--- src/rtl/job_dispatcher.sv ---
// Job dispatcher: queues operands in a small FIFO and drives the engine
// start/done handshake, one job at a time, with a done timeout.
module job_dispatcher #(
    parameter int DATA_W  = 16,
    parameter int DEPTH   = 4,
    parameter int TIMEOUT = 255,
    parameter int CNT_W   = 8
) (
    input  logic                     clk,
    input  logic                     rst,
    input  logic                     in_valid,
    output logic                     in_ready,
    input  logic [DATA_W-1:0]        in_data,
    output logic                     eng_start,
    output logic [DATA_W-1:0]        eng_data,
    input  logic                     eng_done,
    output logic                     busy,
    output logic                     job_done,
    output logic                     timeout,
    output logic [CNT_W-1:0]         jobs_cnt,
    output logic [$clog2(DEPTH):0]   fifo_level
);

    localparam int AW = $clog2(DEPTH);
    localparam int LW = AW + 1;
    localparam int TW = (TIMEOUT > 1) ? $clog2(TIMEOUT) : 1;

    typedef enum logic [1:0] {
        S_IDLE,
        S_LAUNCH,
        S_WAIT,
        S_GAP
    } state_t;

    state_t state, next;

    logic [DATA_W-1:0] mem [DEPTH];
    logic [AW-1:0]     wr_ptr, rd_ptr;
    logic [TW-1:0]     timer;
    logic              push, pop, done_hit, to_hit;

    // No full-bypass: readiness depends only on the registered level.
    assign in_ready = rst && (fifo_level != LW'(DEPTH));
    assign push     = in_valid && in_ready;

    always_comb begin
        next     = state;
        pop      = 1'b0;
        done_hit = 1'b0;
        to_hit   = 1'b0;
        unique case (state)
            S_IDLE: begin
                if (fifo_level != '0) begin
                    pop  = 1'b1;
                    next = S_LAUNCH;
                end
            end
            S_LAUNCH: next = S_WAIT;
            S_WAIT: begin
                // Done has priority over a timer expiring in the same cycle.
                if (eng_done) begin
                    done_hit = 1'b1;
                    next     = S_GAP;
                end else if (timer == TW'(TIMEOUT - 1)) begin
                    to_hit = 1'b1;
                    next   = S_GAP;
                end
            end
            S_GAP:   next = S_IDLE;
            default: next = S_IDLE;
        endcase
    end

    always_ff @(posedge clk) begin
        if (push) begin
            mem[wr_ptr] <= in_data;
        end
    end

    always_ff @(posedge clk) begin
        if (!rst) begin
            state      <= S_IDLE;
            wr_ptr     <= '0;
            rd_ptr     <= '0;
            timer      <= '0;
            fifo_level <= '0;
            eng_start  <= 1'b0;
            eng_data   <= '0;
            busy       <= 1'b0;
            job_done   <= 1'b0;
            timeout    <= 1'b0;
            jobs_cnt   <= '0;
        end else begin
            state     <= next;
            busy      <= (next != S_IDLE);
            eng_start <= pop;
            job_done  <= done_hit;
            timeout   <= to_hit;
            if (push) begin
                wr_ptr <= wr_ptr + 1'b1;
            end
            if (pop) begin
                eng_data <= mem[rd_ptr];
                rd_ptr   <= rd_ptr + 1'b1;
            end
            if (push && !pop) begin
                fifo_level <= fifo_level + 1'b1;
            end else if (pop && !push) begin
                fifo_level <= fifo_level - 1'b1;
            end
            if (state == S_LAUNCH) begin
                timer <= '0;
            end else if (state == S_WAIT) begin
                timer <= timer + 1'b1;
            end
            if (done_hit) begin
                jobs_cnt <= jobs_cnt + 1'b1;
            end
        end
    end

endmodule

--- config.mk ---
export PLATFORM = sky130hd
export DESIGN_NAME = job_dispatcher
export DESIGN_NICKNAME = d
export VERILOG_FILES = /design/src/rtl/job_dispatcher.sv
export SDC_FILE = /design/constraint.sdc
export NUM_CORES = 1
export LEC_CHECK = 0
export ABC_AREA = 1
export CORE_MARGIN = 3
export CORE_UTILIZATION = 50
export DETAILED_ROUTE_END_ITERATION = 8
export HOLD_SLACK_MARGIN = 0.08
export PLACE_DENSITY = 0.72
export RECOVER_POWER = 25
export SLEW_MARGIN = 10
export SYNTH_ARGS = -nofsm -noshare
export SYNTH_HDL_FRONTEND = slang
export SYNTH_SLANG_ARGS = --single-unit
--- constraint.sdc ---
create_clock -name clk -period 2 [get_ports clk]
set_clock_uncertainty 0.1 [all_clocks]
set_input_delay 0.2 -clock clk [delete_from_list [all_inputs] [get_ports clk]]
set_output_delay 0.2 -clock clk [all_outputs]
set_load 0.02 [all_outputs]
==> results of run 1 <==
==> logic make-up (layout without fill, tap and decap cells) <==
| logic type | count (synthesis) | in the layout | synth area share (%) |
|---|---|---|---|
| AOI/OAI and AO/OA | 75 | 75 | 8.703 |
| adders and majority gates | 13 | 13 | 3.843 |
| buffers and inverters | 55 | 123 | 5.736 |
| DFF | 109 | 109 | 63.75 |
| and+or+nand+nor | 200 | 200 | 17.97 |
==> layout make-up <==
| type | instances | share of cell area (%) |
|---|---|---|
| Inverter | 39 | 2.803 |
| Timing Repair Buffer | 68 | 12.25 |
| Sequential cell | 109 | 53.26 |
| Multi-Input combinational cell | 288 | 25.58 |
| Tap cell | 105 | 2.474 |
| Clock buffer | 9 | 2.332 |
| Clock inverter | 7 | 1.296 |
==> routing by layer <==
metal / vias to the layer above / track usage, % / wire, um / share of wire [%]
met3: 4 / 5.003 / 586 / 6.8
met2: 85 / 30.07 / 4254 / 50
li1: 1606 / - / - / -
met5: - / 0 / 0 / 0
met1: 1412 / 22.90 / 3646 / 43
met4: 0 / 5.803 / 69 / 0.81
==> timing repair <==
| action | 4_1_cts | 5_1_grt |
|---|---|---|
| setup buffers | 0 | 2 |
| setup endpoints to repair | 0 | 3 |
| hold buffers | 0 | 0 |
| resized for setup | 0 | 5 |
==> registers in the layout, summed over array words and instances (netlist names) <==
register    cells
mem            64
timer           8
busy            1
fifo_level      3
state           2
eng_start       1
timeout         1
rd_ptr          2
wr_ptr          2
eng_data       16
job_done        1
jobs_cnt        8
==> cells in the final DEF, fill, tap and decap left out, types with 5 or more instances in the layout <==
master           count
edfxtp_1            64
a21oi_1             10
buf_4               16
ha_1                12
o21ai_0             49
nand3_1              7
inv_2                5
nor2_1             127
clkdlybuf4s50_1     37
o21ai_1             12
nand2_1             55
dfxtp_1             42
clkbuf_8             9
inv_1               33
dlygate4sd3_1       14
==> power by group through the flow <==
stage / registers, mW / clock network, mW / logic [mW]
after floorplan: 3.21 / 0 / 1.51
after global placement: 3.00 / 0 / 2.53
after detailed placement: 3.00 / 0 / 2.60
after CTS: 2.96 / 1.31 / 2.61
after global routing: 3.00 / 1.41 / 2.94
final: 2.96 / 1.27 / 2.60
==> worst paths after layout <==
| path | start | end | slack [ps] |
|---|---|---|---|
| min | eng_done | timeout$_SDFF_PP0_ | 370 |
| max reg2reg | state[0]$_SDFF_PN0_ | fifo_level[1]$_SDFFE_PN0P_ | 110 |
| max | rst | in_ready | 90 |
| min reg2reg | timer[4]$_SDFFE_PP0P_ | timer[4]$_SDFFE_PP0P_ | 370 |
==> per-stage QoR <==
step	std cells	cell area (um^2)	setup TNS, ps	worst slack, ps	total power, mW
final	625	5311	0	88.57	6.824
after floorplan	452	4433	0	23.46	4.718
after global placement	607	5092	-19.09	-19.09	5.526
after global routing	625	5311	-0.2922	-0.2922	7.348
after CTS	623	5285	0	10.67	6.881
after detailed placement	607	5092	-155.1	-130.7	5.603
==> results by group, run 1 <==
Outcome
  – Outcome: complete, no violations

Job
  – Number of max-cap violations: 0

Clock tree
  – CTS buffer count: 9
  – Bufs on Longest Clock Path: 2
  – CTS tree: done
  – Clock sinks: roughly 110
  – CTS clk-pin slew, worst paths: roughly 110 ps
  – H-tree lvl count: 3
  – Worst skew pair latency: between 300 and 400 ps
  – Clock root cell: clkbuf_8

Power
  – Pwr Density: approximately 1300 nW/um^2
  – Clock Power Share: 18.6%
  – Combinational Power Share: around 38%
  – Leakage dissipation: between 2 and 2.5 nW
  – Register share of total power: ~43%
  – Int Power: between 4 and 5 mW
  – Net Switching: 2.588 mW
  – Max VDD drop: 579.4 uV
  – Switch share: 37.92%

Floorplan
  – I/O pin count: 52
  – Die Y: approximately 100 um
  – Initial cell density of the core: 52.57%
  – Die Span X: about 100 um
  – Core Rows: 33
  – Core box area: ~8400 um^2
  – Die area: approximately 10000 um^2

STA
  – Final min period: 1911 ps
  – Final setup violation count: 0
  – Hold Vio Cnt, Final: 0
  – Slew Viols, Final: 0
  – Fin crit share: a little over nine tenths
  – F_max: approximately 0.52 GHz
  – Worst hold slack: approximately 370 ps
  – Slew @ Worst Pin: between 400 and 500 ps
  – Relative slew margins: between 60% and 70%

Global route
  – Global-route wire length before repair: around 14 mm
  – Global Route Usage Sum: between 10% and 20%
  – Vias in the first global route: just under 3000
  – Initial antenna violation count: 0
  – Congestion Overflow GR: 0
  – Largest net degree at the start of global routing: 35

Critical path
  – Crit-path most repeated cell: clkdlybuf4s50_1
  – Stages on worst setup path: 5
  – Slowest CP cell: clkdlybuf4s50_1
  – Crit-path max cell delay: approximately 620 ps
  – Critical path type: in -> out
  – WP data arrival: 1610 ps
  – Worst path cell trace: clkdlybuf4s50_1, buf_4, inv_2, a31oi_1, clkdlybuf4s50_1
  – Worst EP required: approximately 1700 ps
  – Reg2Reg Depth: 8
  – CP startpoint kind: input pin
  – Critical path peak fanout: 2
  – Critical path capture point type: primary output
  – Critical path buffers and inverters: 4
  – CP top delay family: buffers and inverters

Synth
  – Synth Area per Inst: slightly below 10 um^2
  – Syn Nets: between 400 and 500
  – Top cells by count, synth: nor2_1 (127), edfxtp_1 (64), nand2_1 (55)
  – Cell with the most instances after synthesis: nor2_1
  – Number of flops mapped to enable cells by yosys: 64
  – Top_reg_cell synth: edfxtp_1
  – Most area-hungry cell type in the Yosys netlist: edfxtp_1
  – Area share of the largest cell type after synthesis: a little over two fifths
  – Flops & latches, synth: about 110
  – Mapped Area: around 4400 um^2
  – Synth async-reset ratio: 0%
  – Share of the yosys chip area belonging to registers: a little under two thirds
  – Distinct cells, synth: 30
  – Yosys warning total: 0
  – Top cells by area, synth: edfxtp_1 (43%), dfxtp_1 (20%), nor2_1 (11%), o21ai_0 (5.7%), nand2_1 (4.7%)
  – Syn Inst Count: 452

Drt
  – DRT Pass-1 Iters: 4
  – Post-route DRC: 0
  – Remaining antenna violation count after routing: 0
  – Vias post-DR: a little over 3000
  – Drt wl/cell: between 10 and 15 um
  – Final WL: 8.557 mm
  – DR iter-0 viols: between 200 and 250
  – Vias per inst: a little under 5

Hold path
  – Hold Path Class: in -> reg
  – Hold depth: 2

Place
  – IO Port Bufs: 51
  – Final HPWL DP: about 5.6 mm
  – GP Congestion: 0.7743

Layout
  – Final core utilization: between 60% and 70%
  – FF+latch area: between 2000 and 3000 um^2
  – Layout area overhead: 19.95%
  – Area of the multi-input gates: approximately 1400 um^2
  – Layout cells sized above 1: 9.615%
  – Fillcell total: 693
  – Fin nets: approximately 550
  – Ant. Diodes: 0
No activity file was read; power rests on OpenSTA's default activity.
==> run 2: changes to the inputs <==
- ABC_CLOCK_PERIOD_IN_PS: default -> 2000
==> results of run 2 <==
Final layout, timing and power as in run 1 (identical DEF).
==> run 3: changes to the inputs <==
- ABC_CLOCK_PERIOD_IN_PS: 2000 -> 1650
- clock period: 2 -> 1.65 ns (I/O delays scaled with it)
==> results by group, run 3 (synthesized netlist as in run 1, its figures left out) <==
Outcome
  – Outcome: finished with violations (was complete, no violations)
  – Failing checks: setup timing

Power
  – Max VDD drop: 851.6 uV (was 579.4 uV)
  – Leakage dissipation: 2.200 nW (was 2.056 nW)
  – Pwr Density: 1605 nW/um^2 (was 1285 nW/um^2)
  – Total design power: 8.834 mW (was 6.824 mW)

Floorplan
  – Die Y: 100.1 um (unchanged)
  – Initial cell density of the core: 52.57% (unchanged)
  – Die Span X: 100.1 um (unchanged)
  – Core box area: 8423 um^2 (unchanged)
  – Die area: 10020 um^2 (unchanged)
  – I/O pin count: 52 (unchanged)
  – Core Rows: 33 (unchanged)

Global route
  – Congestion Overflow GR: 0 (unchanged)
  – Global Route Usage Sum: 18.44% (was 18.02%)
  – Largest net degree at the start of global routing: 35 (unchanged)
  – Vias in the first global route: 3265 (was 2898)
  – Initial antenna violation count: 0 (unchanged)
  – Global-route wire length before repair: 14.59 mm (was 13.86 mm)

Clock tree
  – Hold buffers post-CTS: 0 (unchanged)
  – # Post-CTS Setup Buffers: 0 (unchanged)
  – CTS buffer count: 9 (unchanged)
  – CTS tree: done (unchanged)
  – Clock root cell: clkbuf_8 (unchanged)
  – Bufs on Longest Clock Path: 2 (unchanged)
  – H-tree lvl count: 3 (unchanged)
  – CTS clk-pin slew, worst paths: 110 ps (about the same)
  – Clock sinks: 109 (unchanged)
  – Worst skew pair latency: 370 ps (about the same)

STA
  – Final min period: approximately 1700 ps
  – Relative slew margins: 65.68% (was 66.71%)
  – Fin crit share: 103.5%
  – RSZ-0062 raised after global routing: true
  – Slew Viols, Final: 0 (unchanged)
  – F_max: slightly below 0.6 GHz
  – Slew @ Worst Pin: 514.0 ps (was 498.6 ps)
  – Hold Vio Cnt, Final: 0 (unchanged)
  – Final worst slack: -57.77 ps (was 88.57 ps)
  – Final TNS setup: -72.02 ps (was 0 ps)
  – Final setup violation count: 2 (was 0)

Layout
  – Fillcell total: 682 (was 693)
  – Max reg flops: 64 (unchanged)
  – Final core utilization: 65.33% (was 63.06%)
  – Biggest regs: mem (64), eng_data (16) (unchanged)
  – Layout area overhead: 24.27% (was 19.95%)
  – Fin nets: 549 (was 548)
  – Most frequent cells in the layout: nor2_1 (123), edfxtp_1 (64), nand2_1 (55) (was nor2_1 (127), edfxtp_1 (64), nand2_1 (55))
  – Ant. Diodes: 0 (unchanged)
  – Commonest non-fill, non-tap cell in the layout: nor2_1 (unchanged)
  – Biggest register: mem (unchanged)
  – Layout cells sized above 1: 13.44% (was 9.615%)

Drt
  – Final WL: 8.518 mm (was 8.557 mm)
  – Drt wl/cell: 13.61 um (was 13.69 um)
  – Vias post-DR: 3139 (was 3107)
  – DR iter-0 viols: 180 (was 210)
  – Post-route DRC: 0 (unchanged)
  – Vias per inst: 5.014 (was 4.971)
  – Remaining antenna violation count after routing: 0 (unchanged)
  – DRT Pass-1 Iters: 5 (was 4)

Critical path
  – Critical path capture point type: flip-flop (was primary output)
  – Critical path peak fanout: 3 (was 2)
  – CP startpoint kind: flip-flop (was input pin)
  – WP data arrival: 1880 ps (was 1610 ps)
  – Critical path type: reg -> reg (was in -> out)
  – Worst EP required: 1830 ps (was 1700 ps)
  – Worst setup startpoint: state[1]$_SDFF_PN0_ (was rst)
  – R2r startpoint: state[1]$_SDFF_PN0_ (was state[0]$_SDFF_PN0_)

Hold path
  – Hold Path Class: in -> reg (unchanged)
  – HP Start: eng_done (unchanged)

Place
  – GP Congestion: 0.7620 (was 0.7743)
  – Final HPWL DP: 5.716 mm (was 5.614 mm)
  – IO Port Bufs: 51 (unchanged)

Job
  – Number of max-cap violations: 0 (unchanged)
[run 3: cell types whose count changed in the layout (fill, tap and decap cells not counted), sizes merged, moves of 2 or more]
cell / change
bufinv: +2
clkinv: -2
clkdlybuf4s50: -11
dlymetal6s2s: +4
dlygate4sd2: +7
[run 3: worst paths after layout]
path,depth (start not counted),slack (ps),endpoint
max,10,-60,fifo_level[2]$_SDFFE_PN0P_
min,2,330,timeout$_SDFF_PP0_
max reg2reg,10,-60,fifo_level[2]$_SDFFE_PN0P_
min reg2reg,1,380,timer[3]$_SDFFE_PP0P_
[run 3: area by class of cell]
type                    count  area [um^2]  share of cell area (%)
flip-flops and latches    109         2835                   51.52
inverters                  39        161.4                   2.933
repair buffers             69        691.9                   12.57
clock buffers               9        123.9                   2.251
well taps                 105        131.4                   2.387
clock inverters             7        116.4                   2.115
multi-input cells         288         1443                   26.22
[run 3: critical path: stages, from the launching register on]
cell     delay (ps)
dfxtp_1         370
inv_2            70
ha_4            160
nand2_4          60
ha_4            130
inv_2            40
fa_2            340
nand2_1          90
nand3_2          80
o21ai_2         130
a21oi_1          50
[run 3: metrics by stage]
stage / instances / setup WS (ps) / hold WS [ps] / cell area, um^2
floorplan: 452 / -81.91 / 142.4 / 4522
global placement: 610 / -264.2 / 352.4 / 5238
detailed placement: 610 / -338.4 / 365.9 / 5238
CTS: 626 / -67.69 / 305.9 / 5480
global route: 626 / -147.2 / 351.3 / 5503
finish: 626 / -57.77 / 327.7 / 5503
[run 3: timing repair]
item                                    in CTS  in global routing
pin swaps                                    0                  0
endpoints found under the setup margin      11                 28
gates resized for setup                     12                 12
[run 3: metal layers]
layer | GRT usage (%) | vias up | part of all wire [%]
met5 | 0 | - | 0
met4 | 8.083 | 0 | 2.1
met3 | 4.031 | 14 | 4.0
met2 | 33.50 | 70 | 52
met1 | 20.73 | 1447 | 42
li1 | - | 1608 | -
[run 3: power by group]
group	switching [mW]	internal (mW)	leakage, nW	total (mW)
Combinational	2.08	1.35	1.13	3.43
Sequential	0.230	3.32	0.952	3.55
Clock	0.953	0.897	0.121	1.85
Total	3.26	5.57	2.20	8.83
